[src/rtl/stream_pkg.sv]
// Shared types and constants for the stream demultiplexer slice.
package stream_pkg;

  // Packet-framing FSM: IDLE = no packet open, PKT = route locked for open packet.
  typedef enum logic {
    IDLE = 1'b0,
    PKT  = 1'b1
  } demux_state_t;

  // Route encoding: which output a packet is steered to.
  localparam logic ROUTE_M0 = 1'b0;
  localparam logic ROUTE_M1 = 1'b1;

  // A packet is open (route locked) only in PKT.
  function automatic logic packet_open(input demux_state_t st);
    return (st == PKT);
  endfunction

endpackage

[src/rtl/stream_demux_2_if.sv]
// Valid/ready byte stream with packet framing (last flag).
interface stream_demux_2_if #(
  parameter int WIDTH = 8
);
  logic             valid;
  logic             ready;
  logic [WIDTH-1:0] data;
  logic             last;

  // Producer side of a stream.
  modport master (
    output valid,
    output data,
    output last,
    input  ready
  );

  // Consumer side of a stream.
  modport slave (
    input  valid,
    input  data,
    input  last,
    output ready
  );
endinterface

[src/rtl/stream_out_reg.sv]
// One-entry output register with valid/ready. A load always wins over a
// drain in the same cycle, so a full-rate stream passes with no bubble.
module stream_out_reg #(
  parameter int PAYLOAD_W = 9
) (
  input  logic                 clk,
  input  logic                 rst_n,
  input  logic                 load,
  input  logic [PAYLOAD_W-1:0] load_payload,
  input  logic                 out_ready,
  output logic                 out_valid,
  output logic [PAYLOAD_W-1:0] out_payload,
  output logic                 free
);

  logic                 valid_reg;
  logic [PAYLOAD_W-1:0] payload_reg;

  // Register can take a new beat when empty or when its beat leaves this cycle.
  assign free        = !valid_reg || out_ready;
  assign out_valid   = valid_reg;
  assign out_payload = payload_reg;

  // Valid flag: set on load, cleared on handshake with no concurrent load.
  always_ff @(posedge clk or negedge rst_n) begin
    if (!rst_n) begin
      valid_reg <= 1'b0;
    end else if (load) begin
      valid_reg <= 1'b1;
    end else if (out_ready) begin
      valid_reg <= 1'b0;
    end
  end

  // Payload captured only on load so it stays stable while stalled.
  always_ff @(posedge clk or negedge rst_n) begin
    if (!rst_n) begin
      payload_reg <= '0;
    end else if (load) begin
      payload_reg <= load_payload;
    end
  end

endmodule

[src/rtl/stream_demux_2.sv]
// Two-output packet demultiplexer: each packet is steered whole to m0 or m1
// by sel sampled on its first beat. Each output owns a one-entry register,
// so a stalled sink only blocks traffic routed to it.
module stream_demux_2
  import stream_pkg::*;
#(
  parameter int WIDTH = 8
) (
  input  logic             clk,
  input  logic             rst_n,
  stream_demux_2_if.slave  s,
  stream_demux_2_if.master m0,
  stream_demux_2_if.master m1,
  input  logic             sel,
  output logic             busy,
  output logic             route
);

  localparam int PAYLOAD_W = WIDTH + 1;

  demux_state_t state_reg, state_next;
  logic         route_reg, route_next;
  logic         eff_route;
  logic         accept;

  logic                 free_w    [2];
  logic                 load_w    [2];
  logic                 ready_w   [2];
  logic                 valid_w   [2];
  logic [PAYLOAD_W-1:0] payload_w [2];

  // In IDLE the new packet follows sel; inside a packet the locked route holds.
  assign eff_route = packet_open(state_reg) ? route_reg : sel;

  // Input is ready exactly when the addressed output register can take a beat.
  assign s.ready = free_w[eff_route];
  assign accept  = s.valid && s.ready;

  assign busy  = packet_open(state_reg);
  assign route = route_reg;

  assign ready_w[0] = m0.ready;
  assign ready_w[1] = m1.ready;

  generate
    for (genvar gi = 0; gi < 2; gi++) begin : g_out
      localparam logic MY_ROUTE = (gi == 0) ? ROUTE_M0 : ROUTE_M1;

      assign load_w[gi] = accept && (eff_route == MY_ROUTE);

      stream_out_reg #(
        .PAYLOAD_W(PAYLOAD_W)
      ) u_out_reg (
        .clk         (clk),
        .rst_n       (rst_n),
        .load        (load_w[gi]),
        .load_payload({s.data, s.last}),
        .out_ready   (ready_w[gi]),
        .out_valid   (valid_w[gi]),
        .out_payload (payload_w[gi]),
        .free        (free_w[gi])
      );
    end
  endgenerate

  assign m0.valid = valid_w[0];
  assign m0.data  = payload_w[0][PAYLOAD_W-1:1];
  assign m0.last  = payload_w[0][0];
  assign m1.valid = valid_w[1];
  assign m1.data  = payload_w[1][PAYLOAD_W-1:1];
  assign m1.last  = payload_w[1][0];

  // FSM state and locked route register.
  always_ff @(posedge clk or negedge rst_n) begin
    if (!rst_n) begin
      state_reg <= IDLE;
      route_reg <= ROUTE_M0;
    end else begin
      state_reg <= state_next;
      route_reg <= route_next;
    end
  end

  // Next-state: open a packet on a non-last first beat, close on a last beat.
  // A single-beat packet leaves the FSM in IDLE with nothing latched.
  always_comb begin
    state_next = state_reg;
    route_next = route_reg;
    if (accept) begin
      case (state_reg)
        IDLE: begin
          if (!s.last) begin
            state_next = PKT;
            route_next = sel;
          end
        end
        PKT: begin
          if (s.last) begin
            state_next = IDLE;
            route_next = ROUTE_M0;
          end
        end
        default: begin
          state_next = IDLE;
          route_next = ROUTE_M0;
        end
      endcase
    end
  end

endmodule
[src/flat_wrapper.sv]
// flat-port wrapper written by rule: the top's interface ports become plain ports
module stream_demux_2_flat import stream_pkg::*;
#(
  parameter int WIDTH = 8
)
  (clk, rst_n, sel, busy, route, s_valid, s_data, s_last, s_ready, m0_valid, m0_data, m0_last, m0_ready, m1_valid, m1_data, m1_last, m1_ready);
  stream_demux_2_if #(.WIDTH(WIDTH)) s_i ();
  stream_demux_2_if #(.WIDTH(WIDTH)) m0_i ();
  stream_demux_2_if #(.WIDTH(WIDTH)) m1_i ();
  input  logic clk;
  input  logic rst_n;
  input  logic sel;
  output logic busy;
  output logic route;
  input wire logic [$bits(s_i.valid)-1:0] s_valid;
  input wire logic [$bits(s_i.data)-1:0] s_data;
  input wire logic [$bits(s_i.last)-1:0] s_last;
  output wire logic [$bits(s_i.ready)-1:0] s_ready;
  output wire logic [$bits(m0_i.valid)-1:0] m0_valid;
  output wire logic [$bits(m0_i.data)-1:0] m0_data;
  output wire logic [$bits(m0_i.last)-1:0] m0_last;
  input wire logic [$bits(m0_i.ready)-1:0] m0_ready;
  output wire logic [$bits(m1_i.valid)-1:0] m1_valid;
  output wire logic [$bits(m1_i.data)-1:0] m1_data;
  output wire logic [$bits(m1_i.last)-1:0] m1_last;
  input wire logic [$bits(m1_i.ready)-1:0] m1_ready;
  assign s_i.valid = s_valid;
  assign s_i.data = s_data;
  assign s_i.last = s_last;
  assign s_ready = s_i.ready;
  assign m0_valid = m0_i.valid;
  assign m0_data = m0_i.data;
  assign m0_last = m0_i.last;
  assign m0_i.ready = m0_ready;
  assign m1_valid = m1_i.valid;
  assign m1_data = m1_i.data;
  assign m1_last = m1_i.last;
  assign m1_i.ready = m1_ready;
  stream_demux_2 #(.WIDTH(WIDTH)) u_core (.clk(clk), .rst_n(rst_n), .s(s_i), .m0(m0_i), .m1(m1_i), .sel(sel), .busy(busy), .route(route));
endmodule
[config.mk]
export PLATFORM = sky130hd
export DESIGN_NAME = stream_demux_2_flat
export DESIGN_NICKNAME = d
export VERILOG_FILES = /design/src/rtl/stream_pkg.sv /design/src/rtl/stream_demux_2_if.sv /design/src/rtl/stream_out_reg.sv /design/src/rtl/stream_demux_2.sv /design/src/flat_wrapper.sv
export SDC_FILE = /design/constraint.sdc
export NUM_CORES = 1
export LEC_CHECK = 0
export BUFFER_PORTS_ARGS = -buffer_cell sky130_fd_sc_hd__buf_4
export CAP_MARGIN = 25
export CORE_MARGIN = 4
export CORE_UTILIZATION = 46
export DETAILED_ROUTE_END_ITERATION = 10
export PLACE_DENSITY = 0.76
export SYNTH_ARGS = -nofsm -noshare
export SYNTH_HDL_FRONTEND = slang
export SYNTH_SLANG_ARGS = --single-unit
export TNS_END_PERCENT = 50
[constraint.sdc]
create_clock -name clk -period 2 [get_ports clk]
set_clock_uncertainty 0.2 [all_clocks]
set_input_delay 0.4 -clock clk [delete_from_list [all_inputs] [get_ports clk]]
set_output_delay 0.4 -clock clk [all_outputs]
set_load 0.05 [all_outputs]
Word-level counts from Yosys, hierarchy flattened:

Index checks and enable logic that the tools add are counted.

* eq/ne operators: 2
* muxes and demuxes: 12
* $lt $le $gt $ge: 1
* reduce and logical (&&, ||, !) cells: 10
* bitwise operators: 3

Operator list (count)
* two-way mux 1 bit: 11
* inequality test 2 bit (second input constant): 2
* nonzero test 2 bit: 2
* logical AND 1 bit: 3
* AND reduction 3 bit: 1
* greater-or-equal comparator 2 bit (second input constant): 1
* zero test 1 bit: 2
* logical OR 1 bit: 2
* NOT 1 bit: 2
* NOT 1 -> 2 bit: 1
* case mux 1 bit (2 select lines): 1

* output and inout port bits: 23
* register bits after elaboration: 22
* input port bits: 15

Longest topological paths before layout:

* depth after elaboration: 8
* depth in mapped cells: 5
* gate-level depth less buffers: 4

Cells and area by module:

From an unflattened synthesis, not the netlist that was laid out.

* cell total of the unflattened synthesis: 58
* area, all modules: 955.9 µm²

By module, submodules not included
* stream_out_reg: times used 2, area each 409.1 µm², cells an instance 22
* stream_demux_2: times used 1, area each 137.6 µm², cells an instance 14

Least setup slack after synthesis:

OpenSTA, ideal clock, no wires.

* kind: register to output
* from: register u_core.state_reg (netlist: u_core.busy)
* to: output s_ready
* stages on the path, launching flop included: 3
* arrival: 1.490 ns
* buffers on the path: 0
* setup slack: -0.090 ns
* path through: dfrtp_1 mux2i_2 mux2_2

* cells in the longest elaborated chain, start to end: 5

Ends and longest elaborated chain
* start, declared: RTL line stream_demux_2.sv:21 `demux_state_t state_reg, state_next;`
* start signal, assigned: RTL line stream_demux_2.sv:79 `state_reg <= state_next;`
* two-way mux 1 bit: RTL line stream_demux_2.sv:33 `assign eff_route = packet_open(state_reg) ? route_reg : sel;`
* NOT 1 -> 2 bit (not written as such): RTL line stream_demux_2.sv:36 `assign s.ready = free_w[eff_route];`
* two-way mux 1 bit (not written as such) (3 in series): RTL line stream_demux_2.sv:36
* end, declared: RTL line flat_wrapper.sv:18 `output wire logic [$bits(s_i.ready)-1:0] s_ready;`

Every way passes these cells. The select of a mux whose other input is x is not followed.

Worst setup path after layout:

Ends and elaborated chain as after synthesis.

==> run summary <==
outcome - finished, violations left
# setup viols final - 1
Top Metal Used - met4
vias - 638
post-synthesis sequential area ratio - 57.6%
pin count of the biggest net entering global routing - 23
total grt overflow - 0
Worst EP required - 1.40 ns
fin. max-slew vios - 0
Detailed Route Iter0 Violations - 3
H-tree levels - 1
placed cell areas - 0.00126 mm^2
drt total wl - 1.82 mm
CTS max path bufs - 2
Placed Cells - 123
Starting Density - 48.7%
Crit path arrival time - 1.43 ns
Die Y-Extent - 53.6 um
GRT Total Usage - 14.1%
ant diodes - 0
drt first pass iters - 4
Critical Path Source Type - flip-flop
Routed Antenna Nets - 0
Slew HR - 82.5%
Cell Rows - 16
pre-CTS setup slack - 0.0865 ns
min cycle time layout - 2.03 ns
Yosys reg bits - 22
Least-Margin Pin Slew - 0.262 ns
layout cell share with drive strength beyond 1 - 66.3%
Setup WS post-layout - -0.0274 ns
Avg WL per Cell - 13.9 um
filler-free cell count of the finished design - 131
vias per std cell - 4.87
Met2 Wirelength - 863 um
PortBufs - 37
syn_area_per_cell - 16.2 um^2
Tcrit/Tclk final - 101%
RSZ-0062 raised after global routing - yes
Die X - 53.6 um
failing checks - negative setup slack
WL met1 - 779 um
RePlAce Congestion - 0.648
Die ar. - 0.00287 mm^2
Final Hold Vio Count - 0
Area Growth Syn to Fin - 40.2%
Crit. End Element - output port
Worst-Skew Late Latency - 0.29 ns
first-pass GRT wire length - 2.84 mm
max-cap violations - 0
Syn Nets - 74
met3 routed wirelength - 106 um
most frequent cells in the layout - buf_4, dfrtp_1, mux2_4, mux2_2
Core Region - 0.00196 mm^2
initial antenna violation count - 0
Hold Crit Class - input pin to flip-flop
CP Class - flip-flop to output port
CTS sink count - 22
Root Driver - clkbuf_4
Final Cell Area - 0.00134 mm^2
nets - 120
CTS buffer count - 3
DR DRC count - 0
Largest register FFs - 18
Synth Cell Area - 956 um^2
Yosys Warn Count - 0
CP Max Fanout - 2
Peak Freq - 493 MHz
post-synth cell types - 17
most common cell after layout, fill and taps aside - buf_4
# IOs - 38
dpl hpwl - 1.34 mm
number of global-route vias before repair - 610
CTS tree - built
Cells after Synth - 59
clk slew on worst S/H paths - 0.11 ns
[Yosys cell counts]
master | n | area, um^2
dfrtp_1 | 22 | 551
mux2_4 | 12 | 180
mux2_2 | 7 | 78.8
nand2_1 | 3 | 11.3
nand2b_1 | 2 | 12.5
nor2b_1 | 2 | 12.5
a21oi_1 | 1 | 5.00
a31o_2 | 1 | 8.76
a32oi_1 | 1 | 8.76
buf_6 | 1 | 11.3
buf_8 | 1 | 15.0
mux2i_2 | 1 | 13.8
nand3_1 | 1 | 5.00
nand3_2 | 1 | 10.0
nand3b_4 | 1 | 20.0
o211ai_1 | 1 | 7.51
o21ai_0 | 1 | 5.00
[through the flow]
stage          setup TNS, ns  utilization [%]  hold slack (ns)
2_1_floorplan              0                -          -0.0956
3_3_place_gp               0             64.1            0.101
3_5_place_dp               0             64.1           0.0986
4_1_cts              -0.0280             67.1            0.129
5_1_grt              -0.0994             68.3            0.112
6_report             -0.0274             68.3            0.140
[worst max-delay path: stages, from the launching register on]
cell and delay [ns]:
dfrtp_2 0.41, mux2i_4 0.25, mux2_4 0.32, buf_6 0.15
[final cells by class]
| class | count | area (um^2) |
|---|---|---|
| Clock buffer | 4 | 26.3 |
| Fill cell | 152 | 622 |
| Timing Repair Buffer | 43 | 329 |
| Tap cell | 27 | 33.8 |
| Multi-Input combinational cell | 35 | 399 |
| Sequential cell | 22 | 552 |
[cell families (layout without fill, tap and decap cells)]
| logic type | after synthesis | after routing | share of synthesized area (%) |
|---|---|---|---|
| buffers and inverters | 2 | 47 | 2.75 |
| DFF | 22 | 22 | 57.6 |
| muxes | 20 | 20 | 28.5 |
| and+or+nand+nor | 10 | 10 | 7.46 |
| AOI/OAI and AO/OA | 5 | 5 | 3.66 |
[final timing paths]
check,startpoint,end,slack [ns],cells past startpoint
max,u_core.busy,s_ready,-0.03,3
min reg2reg,u_core.g_out[1].u_out_reg.out_payload[0],u_core.g_out[1].u_out_reg.out_payload[0],0.32,1
min,s_data[6],u_core.g_out[0].u_out_reg.out_payload[7],0.14,2
max in group asynchronous,rst_n,u_core.busy,1.07,2
min in group asynchronous,rst_n,u_core.g_out[0].u_out_reg.out_valid,0.30,2
max reg2reg,u_core.busy,u_core.g_out[1].u_out_reg.out_payload[3],0.13,5
[repair_timing]
action | in CTS | in global routing
setup buffers | 2 | 1
setup endpoints to repair | 1 | 11
hold buffers | 1 | 0
hold endpoints to repair | 22 | 0
resized for setup | 2 | 2
[metal layers]
metal / vias up / global-route usage, %
li1: 300 / -
met5: - / 0
met4: 0 / 11.1
met1: 310 / 17.1
met3: 6 / 3.05
met2: 22 / 21.6
Power is left out: the tool's default activity adds up to more than one toggle a clock period on the data nets, which glitch-free logic cannot reach.
